## src/rtl/demux_router.sv

```systemverilog
// Routes each beat to one of NUM_OUT lanes through a 2-entry in-order buffer, 1-cycle latency.
// Backpressure: in_ready is registered and drops once two beats are held; a stalled head blocks later beats.
module demux_router #(
    parameter int WIDTH   = 8,
    parameter int NUM_OUT = 31
) (
    input  logic               clk,
    input  logic               rst_n,
    input  logic               in_valid,
    output logic               in_ready,
    input  logic [WIDTH-1:0]   in_data,
    input  logic [4:0]         in_sel,
    output logic [WIDTH-1:0]   out_data,
    output logic [NUM_OUT-1:0] out_valid,
    input  logic [NUM_OUT-1:0] out_ready,
    output logic               drop,
    output logic [7:0]         drop_cnt,
    output logic [15:0]        xfer_cnt
);

    typedef struct packed {
        logic [WIDTH-1:0] dat;
        logic [4:0]       sel;
    } entry_t;

    entry_t      ent0_q, ent0_d;
    entry_t      ent1_q, ent1_d;
    logic [1:0]  cnt_q, cnt_d;
    logic        in_ready_q, in_ready_d;
    logic        drop_q, drop_d;
    logic [7:0]  drop_cnt_q, drop_cnt_d;
    logic [15:0] xfer_cnt_q, xfer_cnt_d;

    logic accept;
    logic sel_bad;
    logic push;
    logic pop;

    always_comb begin
        accept    = in_valid & in_ready_q;
        sel_bad   = 32'(in_sel) >= NUM_OUT;
        push      = accept & ~sel_bad;
        out_valid = (cnt_q != 2'd0) ? (NUM_OUT'(1) << ent0_q.sel) : '0;
        pop       = |(out_valid & out_ready);
    end

    always_comb begin
        cnt_d      = cnt_q;
        ent0_d     = ent0_q;
        ent1_d     = ent1_q;
        drop_d     = accept & sel_bad;
        drop_cnt_d = drop_cnt_q;
        xfer_cnt_d = xfer_cnt_q;

        case ({push, pop})
            2'b10:   cnt_d = cnt_q + 2'd1;
            2'b01:   cnt_d = cnt_q - 2'd1;
            default: cnt_d = cnt_q;
        endcase

        if (pop && cnt_q == 2'd2) begin
            ent0_d = ent1_q;
        end
        // A push lands behind the surviving head, or becomes the head if none survives.
        if (push) begin
            if (cnt_q == 2'd1 && !pop) begin
                ent1_d = '{dat: in_data, sel: in_sel};
            end else begin
                ent0_d = '{dat: in_data, sel: in_sel};
            end
        end

        if (drop_d && drop_cnt_q != 8'hFF) begin
            drop_cnt_d = drop_cnt_q + 8'd1;
        end
        if (pop) begin
            xfer_cnt_d = xfer_cnt_q + 16'd1;
        end

        in_ready_d = (cnt_d < 2'd2);
    end

    always_ff @(posedge clk or negedge rst_n) begin
        if (!rst_n) begin
            ent0_q     <= '0;
            ent1_q     <= '0;
            cnt_q      <= 2'd0;
            in_ready_q <= 1'b0;
            drop_q     <= 1'b0;
            drop_cnt_q <= 8'd0;
            xfer_cnt_q <= 16'd0;
        end else begin
            ent0_q     <= ent0_d;
            ent1_q     <= ent1_d;
            cnt_q      <= cnt_d;
            in_ready_q <= in_ready_d;
            drop_q     <= drop_d;
            drop_cnt_q <= drop_cnt_d;
            xfer_cnt_q <= xfer_cnt_d;
        end
    end

    assign in_ready = in_ready_q;
    assign out_data = ent0_q.dat;
    assign drop     = drop_q;
    assign drop_cnt = drop_cnt_q;
    assign xfer_cnt = xfer_cnt_q;

endmodule
```

## config.mk

```make
export PLATFORM = sky130hd
export DESIGN_NAME = demux_router
export DESIGN_NICKNAME = d
export VERILOG_FILES = /design/src/rtl/demux_router.sv
export SDC_FILE = /design/constraint.sdc
export NUM_CORES = 1
export LEC_CHECK = 0
export BUFFER_PORTS_ARGS = -buffer_cell sky130_fd_sc_hd__buf_4
export CAP_MARGIN = 20
export CORE_MARGIN = 3
export CORE_UTILIZATION = 54
export DETAILED_ROUTE_END_ITERATION = 12
export GPL_TIMING_DRIVEN = 0
export PLACE_DENSITY = 0.95
export SLEW_MARGIN = 20
export SYNTH_ARGS = -nofsm -noshare
export SYNTH_HDL_FRONTEND = slang
export SYNTH_SLANG_ARGS = --single-unit
```

## constraint.sdc

```tcl
create_clock -name clk -period 8.3 [get_ports clk]
set_clock_uncertainty 0.15 [all_clocks]
set_input_delay 2.075 -clock clk [delete_from_list [all_inputs] [get_ports clk]]
set_output_delay 2.075 -clock clk [all_outputs]
set_load 0.005 [all_outputs]
```

# Word level (Yosys, flattened, before mapping)
# Cells that the tools add are included.
[totals]
regBits = 54
in_bits = 47
output_inout_bits = 65
word_cells = 38
[classes]
addsub = 4
magnitude_cmp = 2
eq_ne = 5
shifts = 1
mux = 5
bitwise_logic = 5
reduce_logical = 7
[op_table]
columns = ["operator", "count"]
rows = [
  ["2-to-1 mux 13 bit", 3],
  ["bitwise AND 31 bit", 1],
  ["2-to-1 mux 31 bit", 1],
  ["OR reduction 31 bit", 1],
  ["left shift 1 x 5 -> 31 bit (first input constant)", 1],
  ["adder 16 x 1 -> 16 bit (second input constant)", 1],
  ["adder 8 x 1 -> 8 bit (second input constant)", 1],
  ["!= test 8 bit (second input constant)", 1],
  ["greater-or-equal comparator 5 bit (second input constant)", 1],
  ["== test 2 x 1 -> 1 bit (second input constant)", 2],
  ["== test 2 bit (second input constant)", 2],
  ["case mux 2 bit (2 select lines)", 1],
  ["bitwise AND 1 bit", 3],
  ["logical AND 1 bit", 3],
  ["adder 2 x 1 -> 2 bit (second input constant)", 1],
  ["less-than comparator 2 bit (second input constant)", 1],
  ["AND reduction 2 bit", 1],
  ["nonzero test 2 bit", 1],
  ["subtractor 2 x 1 -> 2 bit (second input constant)", 1],
  ["zero test 1 bit", 1],
  ["inverter 1 bit", 1],
]

# Logic depth before layout (Yosys ltp)
# Gate-level depths: netlist of the first run.
[depth]
ltp_word = 8
mapped_depth = 14
mapped_depth_nobuf = 12

# Worst setup path after synthesis of the first run
# Ideal clock, no wire load.
[synth_timing]
path_kind = "input -> register"
from = "input out_ready[9]"
to = "register with a tool-made name"
setup_time_ns = 0.139
arrival_time_ns = 3.966
required_ns = 8.011
setup_slack_ns = 4.045
stages = 10
path_buffers = 1
cell_sequence = "mux2_4 a221oi_2 nor2_1 o311a_4 nor3_4 inv_2 buf_2 ha_1 mux2i_1 o21ai_0"
[synth_lines]
columns = ["item", "line_no", "source"]
rows = [
  ["from (decl)", "15", "input logic [NUM_OUT-1:0] out_ready,"],
]

# Final worst setup path of the first run
[layout_timing]
from = "input out_ready[9]"
to = "register cnt_q[0]"
[layout_via]
elab_chain_cells = 4
elab_cells_between_ends = 5
classes_between = "2 x eq/ne; 1 x mux; 1 x bitwise; 1 x reduce/logical"
[layout_rtl]
columns = ["item", "line_no", "source"]
rows = [
  ["bitwise AND 31 bit (*)", "44", "pop = |(out_valid & out_ready);"],
  ["OR reduction 31 bit (*)", "44", ""],
  ["net pop", "37", "logic pop;"],
  ["== test 2 x 1 -> 1 bit / == test 2 bit (equally long branches)", "55", "case ({push, pop})"],
  ["case mux 2 bit (2 select lines) (*)", "55", ""],
  ["to (signal assigned)", "95", "cnt_q <= cnt_d;"],
  ["to (decl)", "28", "logic [1:0] cnt_q, cnt_d;"],
]
# Mark *: on every way through the listed nets, which the timed path passes. The rest lies on a longest branch.
# A chain may end at the register's enable or synchronous reset.

==> results of run 1 <==
state kept, by name, indices dropped and copies added (netlist names), named ones only:
register,cells
drop,1
ent0_q,5
in_ready,1
ent1_q,13
xfer_cnt,16
out_data,8
drop_cnt,8
cnt_q,1
per-layer routing:
layer / routed length (µm) / global-route usage, % / vias to the layer above / part of all wire, %
met3: 650 / 6.18 / 16 / 8.1
li1: - / - / 1307 / -
met4: 167 / 7.97 / 0 / 2.1
met5: 0 / 0 / - / 0
met1: 3040 / 28.0 / 1334 / 38
met2: 4130 / 43.0 / 96 / 52
final timing paths:
check                                              start                       end  slack [ns]
max in group asynchronous                          rst_n     ent1_q[0]$_DFFE_PN0P_        5.91
worst max register to register      cnt_q[0]$_DFFE_PN0P_      cnt_q[0]$_DFFE_PN0P_        4.99
worst max-delay path                        out_ready[9]      cnt_q[0]$_DFFE_PN0P_        3.92
worst min register to register  xfer_cnt[15]$_DFFE_PN0P_  xfer_cnt[15]$_DFFE_PN0P_        0.33
min in group asynchronous                          rst_n   xfer_cnt[8]$_DFFE_PN0P_        1.64
worst min-delay path            xfer_cnt[15]$_DFFE_PN0P_  xfer_cnt[15]$_DFFE_PN0P_        0.33
per-stage QoR:
step / utilization (%) / hold WS, ns / instance area [µm²] / instances / total power [W]
after floorplan: - / 0.319 / 3150 / 309 / 0.000868
after detailed placement: 73.0 / 0.338 / 4070 / 492 / 0.00108
after global placement: 73.0 / 0.313 / 4070 / 492 / 0.00105
final: 74.6 / 0.334 / 4160 / 500 / 0.00123
after CTS: 74.6 / 0.339 / 4160 / 500 / 0.00123
after global routing: 74.6 / 0.363 / 4160 / 500 / 0.00132
synthesized netlist by cell type, types with 3 or more instances:
cell type,number,share of area [%]
sky130_fd_sc_hd__and3_1,5,0.99
sky130_fd_sc_hd__or2_2,3,0.60
sky130_fd_sc_hd__mux2i_1,7,2.2
sky130_fd_sc_hd__ha_1,7,2.8
sky130_fd_sc_hd__buf_4,11,2.6
sky130_fd_sc_hd__nand4_1,9,1.8
sky130_fd_sc_hd__or3_1,3,0.60
sky130_fd_sc_hd__inv_1,10,1.2
sky130_fd_sc_hd__nand2_1,20,2.4
sky130_fd_sc_hd__nand2b_1,4,0.79
sky130_fd_sc_hd__a21oi_1,3,0.48
sky130_fd_sc_hd__or2_0,9,1.8
sky130_fd_sc_hd__a211oi_1,4,0.95
sky130_fd_sc_hd__nor2_1,42,5.0
sky130_fd_sc_hd__mux2_4,11,5.2
sky130_fd_sc_hd__nor3_1,5,0.79
sky130_fd_sc_hd__buf_2,6,0.95
sky130_fd_sc_hd__nand3_1,16,2.5
sky130_fd_sc_hd__nand3b_1,5,1.2
sky130_fd_sc_hd__xnor2_1,18,5.0
sky130_fd_sc_hd__o221a_2,13,4.7
sky130_fd_sc_hd__clkbuf_1,7,0.83
sky130_fd_sc_hd__dfrtp_1,54,43
sky130_fd_sc_hd__mux2_2,4,1.4
sky130_fd_sc_hd__xor2_1,4,1.1
final cells by class:
class                   count  share of cell area, %
well taps                  72                   2.17
repair buffers            111                   20.0
plain buffers              25                   3.61
clock inverters             2                  0.331
multi-input cells         219                   38.6
clock buffers               6                   1.75
inverters                  11                  0.993
flip-flops and latches     54                   32.5
where the power goes:
part | total, W | internal (W) | switching, W
sequential | 0.000419 | 0.000352 | 0.0000666
clock | 0.000143 | 0.0000597 | 0.0000832
combinational | 0.000667 | 0.000340 | 0.000327
logic make-up (layout without fill, tap and decap cells):
family	Yosys count	after routing	share of synthesized area (%)
AO/OA/AOI/OAI	30	30	9.26
flip-flops	54	54	42.9
AND/OR/NAND/NOR	137	137	23.2
adder cells (fa/ha/maj)	7	7	2.78
multiplexers	23	23	9.62
XOR/XNOR	22	22	6.12
buffers and inverters	36	155	6.08
==> metrics.md, run 1 <==
| Metric | Value |
|---|---|
| Type of the worst setup path | input port to flop |
| Post-CTS resize count | 0 |
| Clock sink total | 54 |
| Number of I/O pins | 112 |
| Buffers and inverters on the worst path | 3 |
| Via count | 2,753 |
| Yosys cell types | 49 |
| Per-cell routed wire length | 16.0 µm |
| DRC marker count from the first detailed-route iteration | 142 |
| Initial Utilization | 56.5% |
| Worst VDD drop | 220 µV |
| Power Density | 295 nW/µm² |
| Proportion of synthesized chip area in sequential cells | 42.9% |
| Kind of start point of the critical path | input port |
| Final antenna diode count | 0 |
| Final net count | 481 |
| Hold Path Stages | 1 |
| Synthesized instance count | 309 |
| Number of fillers in the final layout | 400 |
| Final Hold Viols | 0 |
| Number of max-slew violations in the final report | 0 |
| Global-route congestion overflow total | 0 |
| Req. time, crit path | 8.34 ns |
| Highest clock rate | 0.228 GHz |
| Antenna-violating nets left | 0 |
| Area of the multi-input gates | 1610 µm² |
| Levels on crit path | 11 |
| Root buf cell | sky130_fd_sc_hd__clkbuf_8 |
| Longest individual stage delay on the worst path | 0.41 ns |
| Final HPWL DP | 5970 µm |
| Number of antenna violations at the first check in global routing | 0 |
| Number of cell rows | 27 |
| Worst relative slew slack | 55.7% |
| Maximum net fanout on the critical path | 10 |
| Total Die Area | 6780 µm² |
| Flip-flop and latch area | 1350 µm² |
| Level count of the clock H-tree | 2 |
| Growth of design area from synthesis to finish | 32.1% |
| Floorplan core area | 5570 µm² |
| Count of flip-flops with a built-in enable after synthesis | 0 |
| Insertion delay of the later-clocked pin in the worst-skew pair | 0.31 ns |
| CTS buffer count | 5 |
| Fraction of registers with async set or reset after synthesis | 100% |
| Clk buf depth | 2 |
| Number of buffers added on ports | 111 |
| Clock slew at the register clock pins of the worst setup and hold paths | 0.09 ns |
| Number of iterations in the first detailed-routing pass | 4 |
| Unrepaired setup endpoints after global routing | false |
| Largest net degree at the start of global routing | 55 |
| Die X | 82.4 µm |
| Final weighted congestion in routability-driven placement | 0.784 |
| Most common library cell in the layout ignoring fill and taps | sky130_fd_sc_hd__buf_4 |
| Wire length of the first global-routing pass | 12,600 µm |
| CTS tree | done |
| Final clock period utilization by the worst path | 52.7% |
| Fraction of layout cells with a size suffix above 1 | 41.6% |
| Top library cells by usage in the layout, fill and taps aside | sky130_fd_sc_hd__buf_4, sky130_fd_sc_hd__dfrtp_1, sky130_fd_sc_hd__nor2_1 |
| Min setup slack post-route | 3.92 ns |
| Final setup violation count | 0 |
| Number of global-route vias before repair | 2,672 |
| Vias per cell | 5.51 |
| Slowest cell on the critical path | sky130_fd_sc_hd__nor3_4 |
| Post-CTS Setup Repair Bufs | 0 |
| Number of storage elements in the synthesis netlist | 54 |
| Total length of routed wires | 7990 µm |
| Worst path cell trace | buf_4 > mux2_4 > a221oi_2 > nor2_1 > o311a_4 > nor3_4 > inv_2 > buf_2 > ha_1 > o21ai_0 > nand2_1 |
| Sort of element at the end of the critical path | flop |
| Reported max-cap violation count | 0 |
| Cell Area, Synth | 3150 µm² |
| Tmin final | 4.38 ns |
| Crit path max-delay family | compound AO/OA/AOI/OAI gates |
| Worst path arrival time | 4.42 ns |
| Number of nets in the synthesized netlist | 363 |
| Quantity of hold-fixing buffers added after cts | 0 |
| Number of design rule violations left after detail routing | 0 |
| Worst setup timing slack at the placement stage | 3.61 ns |
| Die Y | 82.4 µm |
| Total track usage | 24.1% |
| Top flip-flop cell by instance count after synthesis | sky130_fd_sc_hd__dfrtp_1 |
| Worst Max-Slew Pin Slew | 0.664 ns |
| Status | finished, final reports clean |
| Synth Area per Inst | 10.2 µm² |
| Worst min path class | flop to flop |
| R2R cell count | 13 |
| Setup TNS Final | 0 ns |
| Number of warnings printed during yosys synthesis | 0 |
| Leakage | 2.02 nW |
No activity file was read; power rests on OpenSTA's default activity.
==> inputs of run 2 (changes only) <==
- CORE_UTILIZATION: 54 -> 50
- PLACE_DENSITY: 0.95 -> 0.9
- clock period: 8.3 -> 4.55 ns (I/O delays scaled with it)
==> run 2 against run 1 <==
First-iteration DRC count is 33% lower. Wire length is 1.5% higher. Sequential share of layout area is 0.19 points lower. Cell count is 0.40% higher. Sequential power is 81% higher. Largest cell class unchanged. Highest routed layer unchanged.
==> metrics.md, run 2 (synthesis gave the netlist of run 1 again) <==
| Metric | Value |
|---|---|
| Status | finished, final reports clean |
| Worst VDD drop | 304 µV |
| Reported max-cap violation count | 0 |
| Type of the worst setup path | flop to output pin |
| Leakage | 2.02 nW |
| Worst relative slew slack | 55.0% |
| Largest net degree at the start of global routing | 55 |
| Unrepaired setup endpoints after global routing | false |
| Final clock period utilization by the worst path | 74.7% |
| Startpoint of the lowest-slack register-to-register path | cnt_q[0]$_DFFE_PN0P_ |
| Number of antenna violations at the first check in global routing | 0 |
| Largest register FFs | 16 |
| Placement-stage cell area | 4080 µm² |
| Setup TNS Final | 0 ns |
| Final net count | 481 |
| Root buf cell | sky130_fd_sc_hd__clkbuf_8 |
| Number of iterations in the first detailed-routing pass | 5 |
| Req. time, crit path | 3.26 ns |
| Number of global-route vias before repair | 2,847 |
| Buffers and inverters on the worst path | 4 |
| Number of design rule violations left after detail routing | 0 |
| Power Density | 548 nW/µm² |
| Die Y | 85.3 µm |
| CTS tree | done |
| Worst path arrival time | 2.11 ns |
| Final setup violation count | 0 |
| Clock slew at the register clock pins of the worst setup and hold paths | 0.10 ns |
| Number of max-slew violations in the final report | 0 |
| Number of I/O pins | 112 |
| DRC marker count from the first detailed-route iteration | 95 |
| Post-CTS resize count | 0 |
| Hold Path Stages | 1 |
| Quantity of hold-fixing buffers added after cts | 0 |
| Utilization after layout | 69.4% |
| Clk buf depth | 2 |
| Final antenna diode count | 0 |
| Antenna-violating nets left | 0 |
| Level count of the clock H-tree | 2 |
| Pwr Total | 0.00229 W |
| Initial Utilization | 52.2% |
| Longest individual stage delay on the worst path | 0.40 ns |
| Per-cell routed wire length | 16.2 µm |
| Final Hold Viols | 0 |
| Count of placed standard cells in the final layout, fillers left out | 502 |
| Final HPWL DP | 6040 µm |
| Most common library cell in the layout ignoring fill and taps | sky130_fd_sc_hd__buf_4 |
| End point of the critical path | out_valid[20] |
| Levels on crit path | 6 |
| Maximum net fanout on the critical path | 10 |
| CP most frequent cell | sky130_fd_sc_hd__buf_2 |
| Die X | 85.3 µm |
| Fraction of layout cells with a size suffix above 1 | 41.7% |
| Vias per cell | 5.41 |
| Slowest cell on the critical path | sky130_fd_sc_hd__dfrtp_1 |
| Kind of start point of the critical path | flop |
| Global-route congestion overflow total | 0 |
| Top library cells by usage in the layout, fill and taps aside | sky130_fd_sc_hd__buf_4, sky130_fd_sc_hd__dfrtp_1, sky130_fd_sc_hd__nor2_1 |
| Growth of design area from synthesis to finish | 32.9% |
| Highest clock rate | 0.294 GHz |
| Wire length of the first global-routing pass | 13,300 µm |
| Sort of element at the end of the critical path | output pin |
| Worst Max-Slew Pin Slew | 0.675 ns |
| Layout Cell Area excl Fill | 4180 µm² |
| Via count | 2,717 |
| Total track usage | 22.5% |
| Number of buffers added on ports | 111 |
| Crit path max-delay family | buffers and inverters |
| Total length of routed wires | 8110 µm |
| Total Die Area | 7280 µm² |
| CTS buffer count | 5 |
| Register-to-register setup slack | 1.30 ns |
| Post-CTS Setup Repair Bufs | 0 |
| Insertion delay of the later-clocked pin in the worst-skew pair | 0.30 ns |
| Instance count after placement with tap cells included | 495 |
| Final weighted congestion in routability-driven placement | 0.881 |
| Worst path cell trace | buf_2 > buf_2 > clkbuf_1 > nand3_1 > nor2_1 > buf_4 |
| Number of cell rows | 28 |
| R2R cell count | 13 |
| Clock sink total | 54 |
| Launch point of the worst path | ent0_q[2]$_DFF_PN0_ |
| Floorplan core area | 6030 µm² |
| Worst min path class | flop to flop |
| Tmin final | 3.40 ns |
run 2: changes by cell type in the layout (fill, tap and decap cells not counted), sizes merged:
cell and delta:
bufinv +1, clkbuf -1, clkinv -1
run 2: worst reg2reg max path, stage by stage, from the launching register on:
cell	delay, ns
sky130_fd_sc_hd__dfrtp_1	0.42
sky130_fd_sc_hd__inv_1	0.10
sky130_fd_sc_hd__ha_1	0.26
sky130_fd_sc_hd__or3b_1	0.14
sky130_fd_sc_hd__clkbuf_1	0.39
sky130_fd_sc_hd__nor4_1	0.11
sky130_fd_sc_hd__a21oi_1	0.13
sky130_fd_sc_hd__nand4_1	0.18
sky130_fd_sc_hd__nor3_4	0.38
sky130_fd_sc_hd__inv_2	0.16
sky130_fd_sc_hd__buf_2	0.22
sky130_fd_sc_hd__ha_1	0.23
sky130_fd_sc_hd__mux2i_1	0.12
sky130_fd_sc_hd__o21ai_0	0.12
run 2: stage by stage:
stage,hold WS [ns],setup slack (ns)
floorplan,0.319,1.23
global placement,0.315,0.862
detailed placement,0.338,0.842
CTS,0.352,1.15
global route,0.366,0.945
finish,0.349,1.15
run 2: routing by layer:
| layer | part of all wire, % | vias to the layer above | global-route usage, % |
|---|---|---|---|
| li1 | - | 1301 | - |
| met1 | 39 | 1285 | 25.8 |
| met2 | 51 | 109 | 40.4 |
| met3 | 6.9 | 22 | 4.66 |
| met4 | 2.8 | 0 | 9.78 |
| met5 | 0 | - | 0 |
run 2: cell type report:
cell class,instances,area (µm²)
repair buffers,111,833
multi-input cells,219,1610
clock inverters,2,38.8
plain buffers,25,150
inverters,11,41.3
clock buffers,5,68.8
well taps,75,93.8
flip-flops and latches,54,1350
fillers,465,1840
run 2: report_power, final:
part           switching (W)  internal (W)  total [W]
combinational       0.000597      0.000620    0.00122
sequential          0.000118      0.000642   0.000760
clock               0.000154      0.000162   0.000316
total               0.000868       0.00142    0.00229
run 2: worst min path at each step:
stage | startpoint | endpoint | slack (ns)
global placement | xfer_cnt[15]$_DFFE_PN0P_ | xfer_cnt[15]$_DFFE_PN0P_ | 0.31
global route | xfer_cnt[15]$_DFFE_PN0P_ | xfer_cnt[15]$_DFFE_PN0P_ | 0.37
detailed placement | drop_cnt[5]$_DFFE_PN0P_ | drop_cnt[5]$_DFFE_PN0P_ | 0.34
CTS | drop_cnt[5]$_DFFE_PN0P_ | drop_cnt[5]$_DFFE_PN0P_ | 0.35
floorplan | xfer_cnt[15]$_DFFE_PN0P_ | xfer_cnt[15]$_DFFE_PN0P_ | 0.32
finish | drop_cnt[5]$_DFFE_PN0P_ | drop_cnt[5]$_DFFE_PN0P_ | 0.35
